===== config.mk =====
export PLATFORM = sky130hd
export DESIGN_NAME = fwd_scoreboard_flat
export DESIGN_NICKNAME = d
export VERILOG_FILES = /design/src/rtl/cpu_pkg.sv /design/src/rtl/fwd_scoreboard_if.sv /design/src/rtl/sb_port_resolve.sv /design/src/rtl/fwd_scoreboard.sv /design/src/flat_wrapper.sv
export SDC_FILE = /design/constraint.sdc
export NUM_CORES = 1
export LEC_CHECK = 0
export CAP_MARGIN = 5
export CORE_ASPECT_RATIO = 0.5
export CORE_MARGIN = 3
export CORE_UTILIZATION = 51
export CTS_BUF_LIST = sky130_fd_sc_hd__clkbuf_16
export DETAILED_ROUTE_END_ITERATION = 10
export GPL_TIMING_DRIVEN = 1
export HOLD_SLACK_MARGIN = 0.03
export PLACE_DENSITY = 0.88
export SLEW_MARGIN = 20
export SYNTH_ARGS = -nofsm -noshare
export SYNTH_HDL_FRONTEND = slang
export SYNTH_SLANG_ARGS = --single-unit
export TNS_END_PERCENT = 20

===== constraint.sdc =====
create_clock -name Clock -period 4.2 [get_ports Clock]
set_input_delay 0.84 -clock Clock [delete_from_list [all_inputs] [get_ports Clock]]
set_output_delay 0.84 -clock Clock [all_outputs]
set_load 0.02 [all_outputs]

===== src/rtl/cpu_pkg.sv =====
// Shared CPU definitions: forwarding/ready-stage constants and the in-flight
// scoreboard entry type used by the operand-hazard scoreboard.
package cpu_pkg;

    localparam int FW_RF    = 0;
    localparam int RDY_ALU  = 1;
    localparam int RDY_LOAD = 2;

    // Entry fields are sized for the widest configuration in use
    // (register address up to 8 bits, up to 31 tracked stages).
    localparam int ENTRY_ADDR_W = 8;
    localparam int ENTRY_RDY_W  = 5;

    typedef struct packed {
        logic                    valid;
        logic                    regwrite;
        logic [ENTRY_ADDR_W-1:0] dest;
        logic [ENTRY_RDY_W-1:0]  ready;
    } sb_entry_t;

    // A ready stage of 0 means "immediately", i.e. the first stage; anything
    // past the last tracked stage is pinned to that stage.
    function automatic logic [ENTRY_RDY_W-1:0] clampReady(
        input logic [ENTRY_RDY_W-1:0] r,
        input int                     depth
    );
        if (r == '0) return ENTRY_RDY_W'(RDY_ALU);
        if (int'(r) > depth) return ENTRY_RDY_W'(depth);
        return r;
    endfunction

endpackage


===== src/rtl/fwd_scoreboard_if.sv =====
// Decode-side bundle between the ID stage and the operand-hazard scoreboard.
interface fwd_scoreboard_if #(
    parameter int NUM_RD = 2,
    parameter int ADDR_W = 5,
    parameter int SEL_W  = 2
);
    // Handshake: Issue is the decode slot's valid, Stall is its not-ready.
    // An instruction advances exactly in a cycle with Issue=1, Stall=0 and
    // Flush=0; Stall is only ever raised while Issue=1 and Flush=0.
    logic                     Issue;
    logic                     IssueRegWrite;
    logic [ADDR_W-1:0]        IssueDest;
    logic [SEL_W-1:0]         IssueReadyStage;
    logic [NUM_RD*ADDR_W-1:0] RdAddr;
    logic [NUM_RD-1:0]        RdUsed;
    logic                     Flush;
    logic                     Stall;
    logic [NUM_RD*SEL_W-1:0]  FwSel;
    logic [15:0]              StallCount;

    modport master (
        output Issue, IssueRegWrite, IssueDest, IssueReadyStage,
        output RdAddr, RdUsed, Flush,
        input  Stall, FwSel, StallCount
    );

    modport slave (
        input  Issue, IssueRegWrite, IssueDest, IssueReadyStage,
        input  RdAddr, RdUsed, Flush,
        output Stall, FwSel, StallCount
    );
endinterface


===== src/rtl/sb_port_resolve.sv =====
// Resolves one decode read port against the in-flight entries: either a
// forwarding stage select or a stall when the youngest writer is not ready.
module sb_port_resolve
    import cpu_pkg::*;
#(
    parameter int DEPTH  = 3,
    parameter int ADDR_W = 5,
    parameter int SEL_W  = 2
) (
    input  sb_entry_t         entries [DEPTH],
    input  logic [ADDR_W-1:0] addr,
    input  logic              used,
    output logic [SEL_W-1:0]  sel,
    output logic              stall
);

    logic             hit;
    logic [SEL_W-1:0] hitStage;
    logic [SEL_W-1:0] hitReady;
    logic             lookup;

    // Scan oldest to youngest so the youngest matching writer overwrites.
    always_comb begin
        hit      = 1'b0;
        hitStage = '0;
        hitReady = '0;
        for (int k = DEPTH; k >= 1; k--) begin
            if (entries[k-1].valid && entries[k-1].regwrite &&
                entries[k-1].dest == ENTRY_ADDR_W'(addr)) begin
                hit      = 1'b1;
                hitStage = SEL_W'(k);
                hitReady = SEL_W'(entries[k-1].ready);
            end
        end
    end

    // Register 0 is hard-wired, so it never needs forwarding or a stall.
    assign lookup = used && (addr != '0) && hit;
    assign stall  = lookup && (hitStage < hitReady);
    assign sel    = (lookup && !stall) ? hitStage : SEL_W'(FW_RF);

endmodule


===== src/rtl/fwd_scoreboard.sv =====
// Operand-hazard scoreboard: shifts in-flight destinations through DEPTH
// post-decode stages, resolves every read port and counts stall cycles.
module fwd_scoreboard
    import cpu_pkg::*;
#(
    parameter int NUM_RD = 2,
    parameter int DEPTH  = 3,
    parameter int ADDR_W = 5,
    parameter int SEL_W  = $clog2(DEPTH + 1)
) (
    input logic             Clock,
    input logic             Reset,
    fwd_scoreboard_if.slave sb
);

    sb_entry_t               entries [DEPTH];
    sb_entry_t               newEntry;
    logic [NUM_RD-1:0]       portStall;
    logic [NUM_RD*SEL_W-1:0] fwSel;
    logic                    stallInt;
    logic                    accept;
    logic [15:0]             stallCount;

    for (genvar p = 0; p < NUM_RD; p++) begin : gPort
        sb_port_resolve #(
            .DEPTH  (DEPTH),
            .ADDR_W (ADDR_W),
            .SEL_W  (SEL_W)
        ) uResolve (
            .entries (entries),
            .addr    (sb.RdAddr[p*ADDR_W +: ADDR_W]),
            .used    (sb.RdUsed[p]),
            .sel     (fwSel[p*SEL_W +: SEL_W]),
            .stall   (portStall[p])
        );
    end

    assign stallInt = sb.Issue && !sb.Flush && (|portStall);
    assign accept   = sb.Issue && !sb.Flush && !stallInt;

    // Stalled or flushed decode slots become bubbles in stage 1.
    always_comb begin
        newEntry = '0;
        if (accept) begin
            newEntry.valid    = 1'b1;
            newEntry.regwrite = sb.IssueRegWrite;
            newEntry.dest     = ENTRY_ADDR_W'(sb.IssueDest);
            newEntry.ready    = clampReady(ENTRY_RDY_W'(sb.IssueReadyStage), DEPTH);
        end
    end

    // Stages past decode always advance; only the decode slot is held.
    always_ff @(posedge Clock) begin
        if (Reset) begin
            for (int k = 0; k < DEPTH; k++) begin
                entries[k] <= '0;
            end
            stallCount <= '0;
        end else begin
            for (int k = DEPTH - 1; k >= 1; k--) begin
                entries[k] <= entries[k-1];
            end
            entries[0] <= newEntry;
            if (stallInt && stallCount != 16'hFFFF) begin
                stallCount <= stallCount + 16'd1;
            end
        end
    end

    assign sb.Stall      = stallInt;
    assign sb.FwSel      = fwSel;
    assign sb.StallCount = stallCount;

endmodule


===== src/flat_wrapper.sv =====
// flat-port wrapper written by rule: the top's interface ports become plain ports
module fwd_scoreboard_flat import cpu_pkg::*;
#(
    parameter int NUM_RD = 2,
    parameter int DEPTH  = 3,
    parameter int ADDR_W = 5,
    parameter int SEL_W  = $clog2(DEPTH + 1)
)
  (Clock, Reset, sb_Issue, sb_IssueRegWrite, sb_IssueDest, sb_IssueReadyStage, sb_RdAddr, sb_RdUsed, sb_Flush, sb_Stall, sb_FwSel, sb_StallCount);
  fwd_scoreboard_if #(.NUM_RD(NUM_RD), .ADDR_W(ADDR_W), .SEL_W(SEL_W)) sb_i ();
  input logic Clock;
  input logic Reset;
  input wire logic [$bits(sb_i.Issue)-1:0] sb_Issue;
  input wire logic [$bits(sb_i.IssueRegWrite)-1:0] sb_IssueRegWrite;
  input wire logic [$bits(sb_i.IssueDest)-1:0] sb_IssueDest;
  input wire logic [$bits(sb_i.IssueReadyStage)-1:0] sb_IssueReadyStage;
  input wire logic [$bits(sb_i.RdAddr)-1:0] sb_RdAddr;
  input wire logic [$bits(sb_i.RdUsed)-1:0] sb_RdUsed;
  input wire logic [$bits(sb_i.Flush)-1:0] sb_Flush;
  output wire logic [$bits(sb_i.Stall)-1:0] sb_Stall;
  output wire logic [$bits(sb_i.FwSel)-1:0] sb_FwSel;
  output wire logic [$bits(sb_i.StallCount)-1:0] sb_StallCount;
  assign sb_i.Issue = sb_Issue;
  assign sb_i.IssueRegWrite = sb_IssueRegWrite;
  assign sb_i.IssueDest = sb_IssueDest;
  assign sb_i.IssueReadyStage = sb_IssueReadyStage;
  assign sb_i.RdAddr = sb_RdAddr;
  assign sb_i.RdUsed = sb_RdUsed;
  assign sb_i.Flush = sb_Flush;
  assign sb_Stall = sb_i.Stall;
  assign sb_FwSel = sb_i.FwSel;
  assign sb_StallCount = sb_i.StallCount;
  fwd_scoreboard #(.NUM_RD(NUM_RD), .DEPTH(DEPTH), .ADDR_W(ADDR_W), .SEL_W(SEL_W)) u_core (.Clock(Clock), .Reset(Reset), .sb(sb_i));
endmodule

==> flow_summary_export.csv, run 1 <==
group,metric,value,unit
timing,slew_headroom,45.7,%
routing,wl_per_cell,19.0,um
routing,wirelength,6.98,mm
grt,grt_pass1_vias,2075,
layout,diodes,0,
synthesis,ys_ff_latch,42,
cts,cts_made_buffers,5,
synthesis,synthArstFlopShare,0,%
placement,gp_congestion,0.920,
pwr,ir_worst_vdd,143,uV
timing,setup-tns-final,0,ns
synthesis,synth_edf_count,0,
synthesis,synth_ff_type,"dfxtp_1",
cts,htree_levels,2,
timing,finalSetupViolCount,0,
worst_setup_path,crit_path_start_kind,"input pin",
floorplan,initial_core_util,54.4,%
cts,clock_sinks,42,
pwr,leakage,0.00121,uW
placement,io_buffers,44,
timing,holdWs,0.467,ns
synthesis,yosysUniqueCellTypes,42,
routing,viasPerCell,6.18,
worst_setup_path,critical-path-max-stage-delay,0.34,ns
worst_setup_path,cp_cell_sequence,"dlymetal6s2s_1 > xor2_1 > nor4_1 > nand4_1 > inv_1 > buf_4 > o21a_1 > ha_4 > buf_4 > a2111o_1 > a31o_4 > inv_4 > buf_6",
cts,clk_pin_slew,0.06,ns
grt,grt_max_degree,30,
cts,cts_root_buf,"clkbuf_16",
cts,cts_tree,"yes",
layout,num-nets-final,340,
floorplan,dieWidth,98.4,um
worst_setup_path,crit_buf_inv,6,
pwr,power,855,uW
synthesis,seq_area_frac_synth,38.6,%
routing,drc,0,
min_path,hold_path.class,"flip-flop to flip-flop",
pwr,power_density,277,nW/um^2
floorplan,dieArea,5140,um^2
worst_setup_path,path_delay_family,"compound AO/OA/AOI/OAI gates",
synthesis,syn_area_per_cell,8.93,um^2
layout,final_core_util,76.9,%
timing,slew_violations,0,
routing,ant_nets,0,
worst_setup_path,critPathArrivalTime,3.31,ns
timing,clock_skew,0.00721,ns
placement,place_area,2840,um^2
floorplan,row_count,16,
grt,overflow,0,
synthesis,syn_nets,271,
cts,clockBufferDepth,2,
timing,worst_slew_pin_slew,0.815,ns
grt,antenna_found_initial,0,
layout,final_cell_area,3080,um^2
timing,hold_violations,0,
worst_setup_path,required,3.36,ns
worst_setup_path,critPathSlowestCell,"a2111o_1",
placement,hpwlAfterDp,4.30,mm
synthesis,netlist_area,2180,um^2
worst_setup_path,path_common_cell,"buf_4",
timing,fin_crit_sh,98.9,%
floorplan,ios,45,
status,outcome,"complete, no violations",
worst_setup_path,critical_path_class,"input pin to output port",
grt,grt_pass1_wl,9.98,mm
floorplan,core_area,4000,um^2
timing,fmax,241,MHz
timing,layout_min_cycle_time,4.15,ns
worst_setup_path,cp_max_fo,3,
floorplan,die_height,52.2,um
routing,first_iter_violations,185,
layout,final_layout_size_suffix_gt1_share,21.7,%
cts,clk_latency,0.29,ns
synthesis,synth_warnings,0,
flow_run,max-cap-violations,0,
synthesis,postSynthCellCount,244,
layout,syn_to_final_growth,41.4,%
grt,grt.total_usage,24.5,%
layout,nFillCells,254,
worst_setup_path,critical_path.endpoint_type,"output port",
routing,num_vias,2274,
routing,dr.pass1.iters,6,
## synth_stat cells, types with 3 or more instances
library cell	count	share of area, %
a21oi_1	17	3.9
and2_1	10	2.9
and3_1	3	0.86
clkbuf_1	9	1.6
dfxtp_1	42	39
ha_1	3	1.7
inv_1	5	0.86
nand2_1	11	1.9
nand3_1	11	2.5
nand4_1	6	1.7
nor2_1	10	1.7
nor2b_1	19	5.5
nor3_1	3	0.69
nor4_1	4	1.1
o21ai_0	7	1.6
o31ai_1	10	3.4
or3_1	3	0.86
or4_1	11	3.8
xnor2_1	11	4.4
xor2_1	19	7.6
## cells by family after synthesis
family                   share of synthesized area [%]
AND/OR/NAND/NOR                                   29.0
flip-flops                                        38.6
XOR/XNOR                                          12.1
multiplexers                                      1.03
buffers and inverters                             3.39
AO/OA/AOI/OAI                                     14.2
adder cells (fa/ha/maj)                           1.72
## layer usage
metal	share of wire [%]	vias up	track usage, %
met3	8.1	48	5.58
met5	0	-	0
li1	-	1018	-
met2	48	151	42.5
met4	4.7	0	9.07
met1	39	1057	30.4
## power breakdown
part,total (uW),internal (uW),switching (uW)
Clock,372,215,157
Sequential,409,403,5.60
Combinational,74.0,38.6,35.3
Total,855,657,198
## layout by cell type, fill, tap and decap left out, types with 3 or more instances in the layout
cell	Yosys	routed
a21oi_1	17	16
dlymetal6s2s_1	0	5
clkbuf_2	0	5
o21ai_0	7	6
or3_1	3	3
or4_1	11	11
xnor2_1	11	10
and3_1	3	3
buf_4	0	29
nand3_1	11	11
clkdlybuf4s50_1	0	29
inv_1	5	5
dfxtp_1	42	42
nand2_1	11	10
nor2_2	0	3
nand4_1	6	6
nor2b_1	19	19
nor2_1	10	7
xor2_1	19	19
and2_1	10	9
o31ai_1	10	10
clkbuf_16	0	5
nor4_1	4	4
## metrics by stage
| stage | setup WS (ns) | instances |
|---|---|---|
| 2_1_floorplan | 0.115 | 244 |
| 3_3_place_gp | -0.908 | 358 |
| 3_5_place_dp | -1.04 | 358 |
| 4_1_cts | -0.260 | 366 |
| 5_1_grt | -0.0638 | 368 |
| 6_report | 0.0458 | 368 |
## cell type report
type | count | area (um^2) | area share, %
Clock inverter | 3 | 12.5 | 0.406
Clock buffer | 5 | 125 | 4.06
Inverter | 5 | 21.3 | 0.690
Multi-Input combinational cell | 185 | 1370 | 44.4
Tap cell | 54 | 67.6 | 2.19
Timing Repair Buffer | 74 | 647 | 21.0
Sequential cell | 42 | 841 | 27.3
## state kept, by name, summed over array words and instances (netlist names)
register / cells
u_core.entries: 26
u_core.sb.StallCount: 16
## path summary, 6_finish.rpt
check,from,end,slack (ns),cells after the start
setup / recovery,sb_RdAddr[1],sb_Stall,0.05,13
hold / removal,u_core.entries[30]$_SDFF_PP0_,u_core.entries[15]$_SDFF_PP0_,0.47,1
setup reg to reg,u_core.entries[22]$_SDFF_PP0_,u_core.sb.StallCount[8]$_SDFFE_PP0P_,0.62,14
hold reg to reg,u_core.entries[30]$_SDFF_PP0_,u_core.entries[15]$_SDFF_PP0_,0.47,1
## repair_timing
action | CTS | global route
buffers inserted | 0 | 2
endpoints found under the setup margin | 20 | 16
resized for setup | 26 | 34
pin swaps | 3 | 13
hold buffers | 0 | 0
Note: power is estimated with default switching activity, not from simulation.
==> run 2, diff against run 1 <==
--- a/config.mk
+++ b/config.mk
@@ -14,7 +14,7 @@
 export GPL_TIMING_DRIVEN = 1
 export HOLD_SLACK_MARGIN = 0.03
 export PLACE_DENSITY = 0.88
-export SLEW_MARGIN = 20
+export SLEW_MARGIN = 0
 export SYNTH_ARGS = -nofsm -noshare
 export SYNTH_HDL_FRONTEND = slang
 export SYNTH_SLANG_ARGS = --single-unit
==> results of run 2 <==
Same layout as run 1: the final DEF is identical, and so are final timing and power.
